<file path="config.mk">
export PLATFORM = sky130hd
export DESIGN_NAME = stopwatch_counter
export DESIGN_NICKNAME = d
export VERILOG_FILES = /design/src/rtl/stopwatch_counter.sv
export SDC_FILE = /design/constraint.sdc
export NUM_CORES = 1
export LEC_CHECK = 0
export CAP_MARGIN = 20
export CORE_MARGIN = 5
export CORE_UTILIZATION = 42
export CTS_CLUSTER_DIAMETER = 60
export DETAILED_ROUTE_END_ITERATION = 8
export PLACE_DENSITY = 0.73
export SETUP_SLACK_MARGIN = 0.5
export SLEW_MARGIN = 25
export SYNTH_ARGS = -nofsm -noshare
export SYNTH_HDL_FRONTEND = slang
export SYNTH_SLANG_ARGS = --single-unit
</file>
<file path="constraint.sdc">
create_clock -name clk_in -period 1.69 [get_ports clk_in]
set_input_delay 0.338 -clock clk_in [delete_from_list [all_inputs] [get_ports clk_in]]
set_output_delay 0.338 -clock clk_in [all_outputs]
set_load 0.05 [all_outputs]
</file>
<file path="src/rtl/stopwatch_counter.sv">
// BCD mm:ss stopwatch with run/pause toggle, 1 Hz counting and a 2 Hz
// per-field adjust mode; wrap pulses for one cycle on a counting rollover.
module stopwatch_counter #(
    parameter int MIN_LIMIT = 59
) (
    input  logic       clk_in,
    input  logic       rst,
    input  logic       tick_1hz,
    input  logic       tick_2hz,
    input  logic       pause_btn,
    input  logic       adj,
    input  logic       sel,
    output logic [3:0] min_tens,
    output logic [3:0] min_ones,
    output logic [3:0] sec_tens,
    output logic [3:0] sec_ones,
    output logic       running,
    output logic       wrap
);

    localparam logic [3:0] MIN_T = 4'(MIN_LIMIT / 10);
    localparam logic [3:0] MIN_O = 4'(MIN_LIMIT % 10);

    typedef enum logic {
        PAUSED = 1'b0,
        RUN    = 1'b1
    } state_t;

    state_t     state_q, state_d;
    logic [3:0] mt_d, mo_d, st_d, so_d;
    logic       wrap_d;
    logic       sec_max, min_max, count_en, inc_sec, inc_min;

    assign sec_max  = (sec_tens == 4'd5) && (sec_ones == 4'd9);
    assign min_max  = (min_tens == MIN_T) && (min_ones == MIN_O);
    assign count_en = !adj && (state_q == RUN) && tick_1hz;

    // Adjust bumps one field with no carry; counting carries seconds into minutes.
    assign inc_sec = adj ? (tick_2hz && sel)  : count_en;
    assign inc_min = adj ? (tick_2hz && !sel) : (count_en && sec_max);

    always_comb begin
        state_d = state_q;
        mt_d    = min_tens;
        mo_d    = min_ones;
        st_d    = sec_tens;
        so_d    = sec_ones;
        wrap_d  = 1'b0;

        if (pause_btn) begin
            state_d = (state_q == RUN) ? PAUSED : RUN;
        end

        if (inc_sec) begin
            if (sec_ones == 4'd9) begin
                so_d = 4'd0;
                st_d = (sec_tens == 4'd5) ? 4'd0 : sec_tens + 4'd1;
            end else begin
                so_d = sec_ones + 4'd1;
            end
        end

        if (inc_min) begin
            if (min_max) begin
                mt_d = 4'd0;
                mo_d = 4'd0;
            end else if (min_ones == 4'd9) begin
                mo_d = 4'd0;
                mt_d = min_tens + 4'd1;
            end else begin
                mo_d = min_ones + 4'd1;
            end
        end

        wrap_d = count_en && sec_max && min_max;
    end

    always_ff @(posedge clk_in) begin
        if (rst) begin
            state_q  <= PAUSED;
            min_tens <= 4'd0;
            min_ones <= 4'd0;
            sec_tens <= 4'd0;
            sec_ones <= 4'd0;
            wrap     <= 1'b0;
        end else begin
            state_q  <= state_d;
            min_tens <= mt_d;
            min_ones <= mo_d;
            sec_tens <= st_d;
            sec_ones <= so_d;
            wrap     <= wrap_d;
        end
    end

    assign running = (state_q == RUN);

endmodule

</file>
-- After elaboration in Yosys (flattened, before gate mapping)
Index checks and enable logic that the tools add are counted.
- $add $sub $neg: 4
- multiply operators: 0
- div/mod/pow operators: 0
- $lt $le $gt $ge: 0
- eq/ne operators: 4
- shifts and indexed selects: 0
- mux-type cells: 9
- bitwise logic cells: 0
- reduce and logical (&&, ||, !) cells: 13
- operators with widths (operator ; number):
    2-to-1 mux 4 bit ; 6
    adder 4 x 1 -> 4 bit (second input constant) ; 4
    equality test 4 x 3 -> 1 bit (second input constant) ; 2
    equality test 4 bit (second input constant) ; 2
    logical AND 1 bit ; 8
    AND reduction 2 bit ; 2
    2-to-1 mux 1 bit ; 3
    logical NOT 1 bit ; 2
    nonzero test 2 bit ; 1
- register bits: 18
- bits in latches: 0
- bits in writable memories: 0
- bits in read-only memories: 0
- input port bits: 7
- logic and storage cells: 36
- memories kept: 0

-- Depth between registers and ports, before layout
- word-level depth: 6
- gate-level depth with buffers: 7
- depth with buffers taken out: 6

-- Worst setup path before layout
Ideal clock, no wire load.
- path type: reg-to-reg
- start point: register min_ones[0]
- end point: register min_tens[3]
- data arrival time: 1894 ps
- data required time: 1620 ps
- slack: -275 ps
- cell stages (with the launch flop): 7
- path through: dfxtp_1 > ha_1 > and3b_1 > buf_1 > nand4_1 > or4_1 > a21oi_1
- cells in the longest elaborated chain, start to end: 4
- elaborated cells on any way between the ends: 5
- classes of those cells: eq/ne (1); mux (1); reduce/logical (3)
- RTL lines (item ; RTL line ; RTL):
    from (decl) ; 14 ; output logic [3:0] min_ones,
    from (signal assigned) ; 89 ; min_ones <= mo_d;
    equality test 4 bit * ; 35, 67 ;
    logical AND 1 bit ; 35 ; assign min_max = (min_tens == MIN_T) && (min_ones == MIN_O);
    nonzero test 2 bit (no source line) ; -- ;
    AND reduction 2 bit (no source line) ; -- ;
    to (signal assigned) ; 88 ; min_tens <= mt_d;
    to (decl) ; 13 ; output logic [3:0] min_tens,
Every way passes the cells marked *; elsewhere a longest branch is shown, timed or not.
A chain may end at the register's enable or synchronous reset.

-- Worst setup path in the final report
- start point: register sec_tens[3]
- end point: register min_ones[2]
- cells in the longest elaborated chain, start to end: 4
- RTL lines (item ; RTL line ; RTL):
    from (decl) ; 15 ; output logic [3:0] sec_tens,
    from (signal assigned) ; 90 ; sec_tens <= st_d;
    equality test 4 x 3 -> 1 bit ; 34 ; assign sec_max = (sec_tens == 4'd5) && (sec_ones == 4'd9);
    logical AND 1 bit ; 34 ;
    logical AND 1 bit ; 40 ; assign inc_min = adj ? (tick_2hz && !sel) : (count_en && sec_max);
    2-to-1 mux 1 bit ; 40 ;
Every way passes these cells.

==> metrics.md <==
| Metric | Value |
|---|---|
| Outcome | `finished, violations left` |
| Failing checks | `negative setup slack` |
| Post-synthesis simple-gate area fraction | `28.3%` |
| Worst skew pair latency | `310 ps` |
| Remaining Overflow, GRT | `0` |
| Unique masters post-synth | `33` |
| CP required | `1900 ps` |
| GRT Total Usage | `19.5%` |
| Syn Area/Cell | `8.47 um2` |
| Crit end category | `flip-flop` |
| CP top delay family | `simple AND/OR/NAND/NOR gates` |
| Clock buffer depth | `2` |
| Largest cells by area after synthesis | `dfxtp_1, a21oi_1, ha_1` |
| YS warnings | `0` |
| Asr flop ratio synth | `0%` |
| Setup_tns | `-420 ps` |
| Worst hold margin | `564 ps` |
| Worst-Margin Slew | `352 ps` |
| Final HPWL DP | `1780 um` |
| Final period utilization | `110%` |
| Slowest cell delay on critical path | `520 ps` |
| Relative max-transition margin | `76.3%` |
| Routability cong. | `0.815` |
| Number of hold violations in the final report | `0` |
| Mapped Nets | `119` |
| Max-slew violations | `0` |
| CP max stage cell | `or4_4` |
| Pwr Density | `457 nW/um2` |
| Port Buffer Count | `24` |
| Die area | `3210 um2` |
| First-pass GRT wire length | `4950 um` |
| Clk slew on worst S/H paths | `120 ps` |
| DR WL/cell | `25.5 um` |
| Synth Area in Compound Gates | `19.7%` |
| Cts bufs inserted | `3` |
| Layout area overhead | `114%` |
| Pleak | `0.723 nW` |
| Routed wire length | `5130 um` |
| Most used flip-flop cell after synthesis | `dfxtp_1` |
| Hold-fix buffer count after cts | `0` |
| Starting Density | `45.2%` |
| CTS Root Cell | `clkbuf_4` |
| Count leader, synth | `dfxtp_1` |
| Yosys reg bits | `18` |
| Diodes inserted | `0` |
| Mapped Cells | `108` |
| Largest net degree at the start of global routing | `11` |
| DRT Pass-1 Iters | `5` |
| CP Buf/Inv Count | `0` |
| Placed cells | `172` |
| VDD IR max | `0.000665 V` |
| Final setup margin | `-170 ps` |
| RSZ-0062 raised after global routing | `true` |
| Share of the synthesized area in the top cell type | `39.4%` |
| Maxcap violations | `0` |
| Via count | `1349` |
| Crit start category | `flip-flop` |
| Multiplexer area fraction after synthesis | `0%` |
| Yosys top cell by area | `dfxtp_1` |
| Place WS | `-412 ps` |
| Seq/Total Area, Yosys | `39.4%` |
| HP Class | `reg -> reg` |
| Non-filler cells, final | `201` |
| Clk sinks | `18` |
| Crit path cell chain | `nand4bb_4 > o31a_1 > or4_4 > a21oi_1` |
| Setup violators final | `6` |
| Top post-synthesis cells by count | `dfxtp_1, a21oi_1, o21ai_0` |
| Setup CP Type | `reg -> reg` |
| Adder-cell share of the synthesized area | `5.47%` |
| Post-layout nets | `186` |
| Critical path peak fanout | `5` |
| Mapped Area | `915 um2` |
| Initial DRC count | `94` |
| CTS tree | `built` |
| Clock Skew | `9.72 ps` |
| # DRC | `0` |
| Post-synth EDFFs | `0` |
| Initial antenna violation count | `0` |
| Die Width | `56.7 um` |
| Vias in the first global route | `1059` |
| Die H | `56.7 um` |
| Max Clk Rate | `0.538 GHz` |
| Core area | `2020 um2` |
| XOR/XNOR share of the synthesized area | `2.87%` |
| Number of H-tree levels | `1` |
| Post-route design area | `1950 um2` |
| Critical Path AT | `2070 ps` |
| Largest family of logic cells by synthesized area | `simple AND/OR/NAND/NOR gates` |
| Post-layout min period | `1860 ps` |
| Cell Area, Placed | `1340 um2` |
| Routed Antenna Nets | `0` |
| Std cell rows | `16` |
| I/O pins | `25` |
| Layout cells sized above 1 | `66.1%` |
| Via/cell ratio | `6.71` |
| Layout fillers | `34` |
## routing by layer
layer	part of all wire [%]	track usage [%]	vias to the layer above
met5	0	0	-
met4	7.4	5.42	0
met3	11	5.50	48
met2	46	32.7	138
met1	35	24.1	624
li1	-	-	539
## sequential cells by signal, summed over array words and instances (netlist names)
register / cells
min_ones: 4
min_tens: 4
sec_ones: 4
sec_tens: 4
running: 1
wrap: 1
## cells in the final DEF, fill, tap and decap left out, types with 2 or more instances in the layout
master,netlist,layout
nand2_1,5,4
a21oi_1,12,5
dfxtp_4,0,16
ha_1,4,4
nand3b_1,3,3
nor2_1,4,3
dlygate4sd2_1,0,4
clkdlybuf4s50_1,0,2
nor3_1,7,5
o21ai_0,10,9
or3_4,0,3
nor3_2,0,2
inv_1,5,4
or4_4,0,2
nand4bb_4,0,2
xor2_1,2,2
buf_6,0,17
clkbuf_4,0,3
or4_1,4,2
and3b_2,0,2
buf_4,0,25
o31a_1,1,2
a21oi_2,1,8
buf_8,0,18
## cells by family after synthesis
family                   Yosys count
AND/OR/NAND/NOR                   42
AO/OA/AOI/OAI                     31
flip-flops                        18
buffers and inverters             10
adder cells (fa/ha/maj)            4
XOR/XNOR                           3
## power by group
| group | internal, mW | total [mW] | leakage (nW) | switching, mW |
|---|---|---|---|---|
| Sequential | 0.410 | 0.420 | 0.159 | 0.00988 |
| Combinational | 0.0915 | 0.189 | 0.544 | 0.0975 |
| Clock | 0.132 | 0.284 | 0.0210 | 0.152 |
## worst register-to-register path, cell delays in order (launching register included)
cell       delay (ps)
dfxtp_4           370
nand4bb_4         250
o31a_1            410
or4_4             520
a21oi_1           220
## cell type report
type / count / area (um2) / area share, %
repair buffers: 66 / 704 / 36.1
clock buffers: 4 / 36.3 / 1.86
well taps: 27 / 33.8 / 1.73
multi-input cells: 81 / 733 / 37.5
flip-flops and latches: 18 / 422 / 21.6
inverters: 5 / 23.8 / 1.22
## path summary, 6_finish.rpt
| kind | start | to | slack [ps] | cells past startpoint |
|---|---|---|---|---|
| max | sec_tens[3]$_SDFFE_PP0P_ | min_ones[2]$_SDFFE_PP0P_ | -170 | 4 |
| min reg2reg | min_ones[0]$_SDFFE_PP0P_ | min_ones[0]$_SDFFE_PP0P_ | 560 | 2 |
| min | min_ones[0]$_SDFFE_PP0P_ | min_ones[0]$_SDFFE_PP0P_ | 560 | 2 |
| max reg2reg | sec_tens[3]$_SDFFE_PP0P_ | min_ones[2]$_SDFFE_PP0P_ | -170 | 4 |
## repair_timing
| item | CTS | global route |
|---|---|---|
| gates cloned | 1 | 0 |
| buffers inserted | 12 | 12 |
| gates resized for setup | 55 | 47 |
| setup endpoints to repair | 34 | 35 |
| pin swaps | 20 | 18 |
| endpoints found under the hold margin | 0 | 0 |
## per-stage QoR
stage | util [%] | total power, mW
after floorplan | - | 0.495
after global placement | 66.2 | 0.542
after detailed placement | 66.2 | 0.544
after CTS | 82.4 | 0.828
after global routing | 96.6 | 0.918
final | 96.6 | 0.893
No activity file was read; power rests on OpenSTA's default activity.
